## src/rtl/score_tally.sv

```systemverilog
// Score tally display stage: counts the shown BCD score up toward the sampled result, drives 4 seven-segment digits.
// Optional HIGH_SCORE_EN adds the session high score register and the new-high blink/blank logic.

module seg7_dec (
  input  logic [3:0] bcd,
  input  logic       blank,
  output logic [6:0] seg
);
  always_comb begin
    seg = 7'h7F;
    if (!blank) begin
      unique case (bcd)
        4'd0: seg = 7'h40;
        4'd1: seg = 7'h79;
        4'd2: seg = 7'h24;
        4'd3: seg = 7'h30;
        4'd4: seg = 7'h19;
        4'd5: seg = 7'h12;
        4'd6: seg = 7'h02;
        4'd7: seg = 7'h78;
        4'd8: seg = 7'h00;
        4'd9: seg = 7'h10;
        default: seg = 7'h7F;
      endcase
    end
  end
endmodule

module score_tally #(
  parameter int TICK_CYCLES = 500000,
  parameter int BLINK_TICKS = 50
) (
  input  logic        Clk,
  input  logic        Reset_n,
  input  logic        game_start,
  input  logic [15:0] result,
  output logic [15:0] disp_value,
  output logic [15:0] high_score,
  output logic        busy,
  output logic        new_high,
  output logic        bcd_err,
  output logic [6:0]  HEX0,
  output logic [6:0]  HEX1,
  output logic [6:0]  HEX2,
  output logic [6:0]  HEX3
);
  localparam int NUM_DIG = 4;
  localparam int CW = $clog2(TICK_CYCLES);

  typedef enum logic [1:0] {IDLE, TALLY, DONE} state_t;

  state_t               state, state_nxt;
  logic [15:0]          target, disp_nxt, disp_inc;
  logic [CW-1:0]        cnt;
  logic                 tick, sample_ok, blank;
  logic [NUM_DIG-1:0][6:0] hex_seg;

  function automatic logic bcd_ok(input logic [15:0] v);
    bcd_ok = 1'b1;
    for (int i = 0; i < NUM_DIG; i++)
      if (v[i*4 +: 4] > 4'd9) bcd_ok = 1'b0;
  endfunction

  // Ripple the +1 carry through the nibbles; 9 rolls to 0 and carries on.
  function automatic logic [15:0] bcd_inc(input logic [15:0] v);
    logic carry;
    carry   = 1'b1;
    bcd_inc = v;
    for (int i = 0; i < NUM_DIG; i++) begin
      if (carry) begin
        if (v[i*4 +: 4] == 4'd9) bcd_inc[i*4 +: 4] = 4'd0;
        else begin
          bcd_inc[i*4 +: 4] = v[i*4 +: 4] + 4'd1;
          carry = 1'b0;
        end
      end
    end
  endfunction

  assign sample_ok = bcd_ok(result);
  assign disp_inc  = bcd_inc(disp_value);
  assign tick      = (cnt == CW'(TICK_CYCLES - 1));
  assign busy      = (state == TALLY);

  always_ff @(posedge Clk or negedge Reset_n) begin
    if (!Reset_n) begin
      target  <= '0;
      bcd_err <= 1'b0;
      cnt     <= '0;
    end else if (game_start) begin
      target  <= '0;
      bcd_err <= 1'b0;
      cnt     <= '0;
    end else begin
      if (sample_ok) target <= result;
      else           bcd_err <= 1'b1;
      cnt <= tick ? '0 : cnt + 1'b1;
    end
  end

  always_ff @(posedge Clk or negedge Reset_n) begin
    if (!Reset_n) begin
      state      <= IDLE;
      disp_value <= '0;
    end else begin
      state      <= state_nxt;
      disp_value <= disp_nxt;
    end
  end

  always_comb begin
    state_nxt = state;
    disp_nxt  = disp_value;
    unique case (state)
      IDLE: begin
        if (target > disp_value)      state_nxt = TALLY;
        else if (target < disp_value) disp_nxt  = target;
      end
      TALLY: begin
        if (target < disp_value) begin
          disp_nxt  = target;
          state_nxt = IDLE;
        end else if (tick) begin
          disp_nxt = disp_inc;
          if (disp_inc == target) state_nxt = DONE;
        end
      end
      DONE:    state_nxt = IDLE;
      default: state_nxt = IDLE;
    endcase
    if (game_start) begin
      state_nxt = IDLE;
      disp_nxt  = '0;
    end
  end

`ifdef HIGH_SCORE_EN
  localparam int BW = $clog2(BLINK_TICKS + 1);
  logic [BW-1:0] bcnt;
  logic          phase;

  always_ff @(posedge Clk or negedge Reset_n) begin
    if (!Reset_n) begin
      high_score <= '0;
      new_high   <= 1'b0;
      phase      <= 1'b0;
      bcnt       <= '0;
    end else if (game_start) begin
      new_high <= 1'b0;
      phase    <= 1'b0;
      bcnt     <= '0;
    end else if (state == DONE && target > high_score) begin
      high_score <= target;
      new_high   <= 1'b1;
      phase      <= 1'b0;
      bcnt       <= '0;
    end else if (new_high && tick) begin
      if (bcnt == BW'(BLINK_TICKS - 1)) begin
        new_high <= 1'b0;
        phase    <= 1'b0;
        bcnt     <= '0;
      end else begin
        bcnt  <= bcnt + 1'b1;
        phase <= ~phase;
      end
    end
  end

  assign blank = new_high & phase;
`else
  logic unused_cfg;
  assign unused_cfg = ^BLINK_TICKS;
  assign high_score = '0;
  assign new_high   = 1'b0;
  assign blank      = 1'b0;
`endif

  for (genvar g = 0; g < NUM_DIG; g++) begin : g_dig
    seg7_dec u_dec (.bcd(disp_value[g*4 +: 4]), .blank(blank), .seg(hex_seg[g]));
  end

  assign HEX0 = hex_seg[0];
  assign HEX1 = hex_seg[1];
  assign HEX2 = hex_seg[2];
  assign HEX3 = hex_seg[3];
endmodule

```

## config.mk

```make
export PLATFORM = sky130hd
export DESIGN_NAME = score_tally
export DESIGN_NICKNAME = d
export VERILOG_FILES = /design/src/rtl/score_tally.sv
export SDC_FILE = /design/constraint.sdc
export NUM_CORES = 1
export LEC_CHECK = 0
export BUFFER_PORTS_ARGS = -buffer_cell sky130_fd_sc_hd__buf_2
export CAP_MARGIN = 20
export CORE_MARGIN = 8
export CORE_UTILIZATION = 50
export DETAILED_ROUTE_END_ITERATION = 16
export GPL_ROUTABILITY_DRIVEN = 0
export PLACE_DENSITY = 0.73
export SKIP_LAST_GASP = 1
export SLEW_MARGIN = 5
export SYNTH_ARGS = -nofsm -noshare
export SYNTH_HDL_FRONTEND = slang
export SYNTH_SLANG_ARGS = --single-unit
```

## constraint.sdc

```tcl
create_clock -name Clk -period 4.2 [get_ports Clk]
set_input_delay 1.05 -clock Clk [delete_from_list [all_inputs] [get_ports Clk]]
set_output_delay 1.05 -clock Clk [all_outputs]
set_load 0.02 [all_outputs]
```

==> results.md <==
* Outcome: complete, no violations
* IO buf count at between 60 and 70
* Wirelength per Cell at roughly 17 um
* Family with the most delay on the worst path: simple AND/OR/NAND/NOR gates
* Synth Register Bits at 54
* Layout cells sized above 1 at 14.9%
* Post-route ant nets at 0
* Slew Viols, Final at 0
* Via-to-Cell Ratio at between 6 and 7
* HP Class: reg2reg
* Io pins at 82
* Commonest non-fill, non-tap cell in the layout: nor2_1
* Peak Freq at around 300 MHz
* Drt first pass iters at 6
* Req. time, crit path at roughly 4.4 ns
* Pwr Density at ~330 nW/um^2
* Root Driver: clkbuf_8
* Clock sink count at 54
* Gate Count Post-Synth at between 500 and 600
* Starting Density at 51.8%
* Max Cap Viol at 0
* # H-tree levels at 2
* Leak at ~2.5 nW
* Synth Warn # at 0
* Ys async rst share at 100%
* Mapped Avg Cell Area at 8.10 sq um
* DP HPWL at roughly 9000 um
* Most frequent cells in the layout: nor2_1, buf_2, dfrtp_1
* Worst R2R End: state[1]$_DFFE_PN0P_
* Final setup fails at 0
* Yosys cell types at slightly below 60
* Worst Setup EP: state[1]$_DFFE_PN0P_
* Hold buffer count at cts at 0
* Row count at 34
* WS Path Type: reg2reg
* First-pass GRT wire length at 20200 um
* Setup WS pre-CTS at between 0.9 and 1 ns
* Fillers at about 800
* Crit path cell chain: inv_1, ha_1, nand3b_1, nor3_1, mux2i_1, o22ai_1, or4b_1, nor4_2, nor2b_1
* Area grow syn2layout at 9.07%
* DIE WIDTH at between 100 and 150 um
* Clock Latency Late Sink at ~0.31 ns
* # diodes at 0
* Internal reg-to-reg setup slack at about 0.82 ns
* Post-Syn Area at ~4500 sq um
* Seq/Total Area, Yosys at 29.9%
* Worst-path clk slew at between 0.1 and 0.15 ns
* Cts repair resizes at 0
* Synth Flop Type: dfrtp_1
* Post-CTS setup repair buffer count at 0
* Vias at about 4300
* CP Depth at 9
* Worst Setup SP: disp_value[1]$_DFFE_PN0P_
* Area occupied by multi-input gates at approximately 2900 sq um
* RSZ-0062 raised after global routing: false
* Cts bufs inserted at 5
* Hold Fails Final Rpt at 0
* Slew HR at between 30% and 40%
* Crit path max-delay cell type: or4b_1
* Core area at slightly below 9000 sq um
* Worst path bufs/invs at 1
* Die area at approximately 12000 sq um
* Top fanout value on the critical path at 12
* Cell depth of the worst flop-to-flop path at 9
* NumNets Final at 660
* GRT Resource Usage Total at between 10% and 20%
* Vias in the first global route at between 4000 and 5000
* Max incr delay on CP at between 0.5 and 0.6 ns
* Crit. End Element: flop
* DR DRC count at 0
* Initial antenna violation count at 0
* Bufs on Longest Clock Path at 2
* Die extent in y at 111 um
* Post-synth EDFFs at 0
* Final worst-path cycle share at between 80% and 90%
* Sum Neg Setup Slack at 0 ns
* Least-Margin Pin Slew at between 0.9 and 1 ns
* Grt ovf at 0
* CTS tree: yes
* Worst Setup Start Kind: flop
* Register Area at ~1400 sq um
* Skew final at roughly 0.0087 ns
* Max VDD drop at 0.182 mV
* Final WS setup at a little over 0.8 ns
* WP data arrival at ~3.6 ns
* Post-Route WL at roughly 12000 um
* Tmin final at 3.38 ns
* Largest net degree at the start of global routing at 45
* Starting DRC count in detailed routing at approximately 310
* FF-to-FF Start: disp_value[1]$_DFFE_PN0P_
cell type report:
| cell class | count | share of cell area (%) |
|---|---|---|
| clock buffer | 6 | 1.68 |
| clock inverter | 2 | 0.407 |
| inverter | 23 | 1.75 |
| multi-input combinational | 451 | 58.4 |
| sequential | 54 | 27.5 |
| tap | 108 | 2.75 |
| timing repair buffer | 69 | 7.52 |
through the flow:
step | instances | util [%] | hold slack [ns] | power [W] | area, sq um
global placement | 704 | 55.0 | 0.463 | 0.00128 | 4800
floorplan | 573 | - | 0.446 | 0.00109 | 4570
CTS | 712 | 56.2 | 0.485 | 0.00162 | 4900
finish | 713 | 56.4 | 0.483 | 0.00162 | 4920
global route | 713 | 56.4 | 0.510 | 0.00172 | 4920
detailed placement | 704 | 55.0 | 0.470 | 0.00129 | 4800
Yosys cell counts, drive strengths merged, types with 4 or more instances:
| master | n | share of area, % |
|---|---|---|
| dfrtp | 54 | 30 |
| a21o | 4 | 0.67 |
| nor2 | 73 | 6.1 |
| and3 | 17 | 2.4 |
| nor3b | 4 | 0.67 |
| mux2i | 19 | 4.2 |
| clkbuf | 20 | 1.7 |
| nand2 | 46 | 3.8 |
| nand3 | 14 | 1.6 |
| ha | 37 | 10 |
| o21ai | 31 | 3.4 |
| xnor2 | 11 | 2.1 |
| xor2 | 18 | 3.5 |
| a21oi | 40 | 4.4 |
| or3 | 4 | 0.55 |
| nor3 | 23 | 2.6 |
| nand4 | 12 | 1.8 |
| nor4 | 4 | 0.69 |
| buf | 25 | 4.2 |
| inv | 23 | 1.9 |
| a211o | 12 | 2.3 |
| or2 | 7 | 0.97 |
| nand3b | 4 | 0.67 |
| a31oi | 5 | 0.69 |
| nor2b | 5 | 0.69 |
where the power goes:
group	internal, W	switching [W]	leakage, nW	total, W
Combinational	0.000241	0.000438	1.74	0.000679
Clock	0.000141	0.000188	0.0537	0.000329
Sequential	0.000547	0.0000659	0.742	0.000612
routing by layer:
metal | share of wire (%) | vias to the layer above | GRT usage (%)
li1 | - | 2040 | -
met2 | 48 | 185 | 31.2
met1 | 42 | 2038 | 24.4
met4 | 1.6 | 0 | 6.40
met3 | 7.8 | 18 | 4.22
met5 | 0 | - | 0
worst register-to-register path: stages, from the launching register on:
cell      delay (ns)
dfrtp_1         0.51
inv_1           0.20
ha_1            0.31
nand3b_1        0.45
nor3_1          0.44
mux2i_1         0.31
o22ai_1         0.15
or4b_1          0.54
nor4_2          0.20
nor2b_1         0.21
worst min-delay path by stage:
stage	cells after the start	endpoint	from
after detailed placement	1	cnt[0]$_DFF_PN0_	cnt[0]$_DFF_PN0_
final	1	cnt[0]$_DFF_PN0_	cnt[0]$_DFF_PN0_
after CTS	1	cnt[0]$_DFF_PN0_	cnt[0]$_DFF_PN0_
after floorplan	1	cnt[0]$_DFF_PN0_	cnt[0]$_DFF_PN0_
after global placement	1	cnt[0]$_DFF_PN0_	cnt[0]$_DFF_PN0_
after global routing	1	cnt[0]$_DFF_PN0_	cnt[0]$_DFF_PN0_
registers in the layout (all words and copies together), names as in the netlist:
name        cells
bcd_err         1
cnt            19
disp_value     16
state           2
target         16
cell families after synthesis:
family	synth area share, %
AO/OA/AOI/OAI	17.3
XOR/XNOR	5.63
adder cells (fa/ha/maj)	10.3
buffers and inverters	7.76
flip-flops	29.9
multiplexers	4.21
other	0.0831
AND/OR/NAND/NOR	24.8
(Power assumes the default switching activity.)
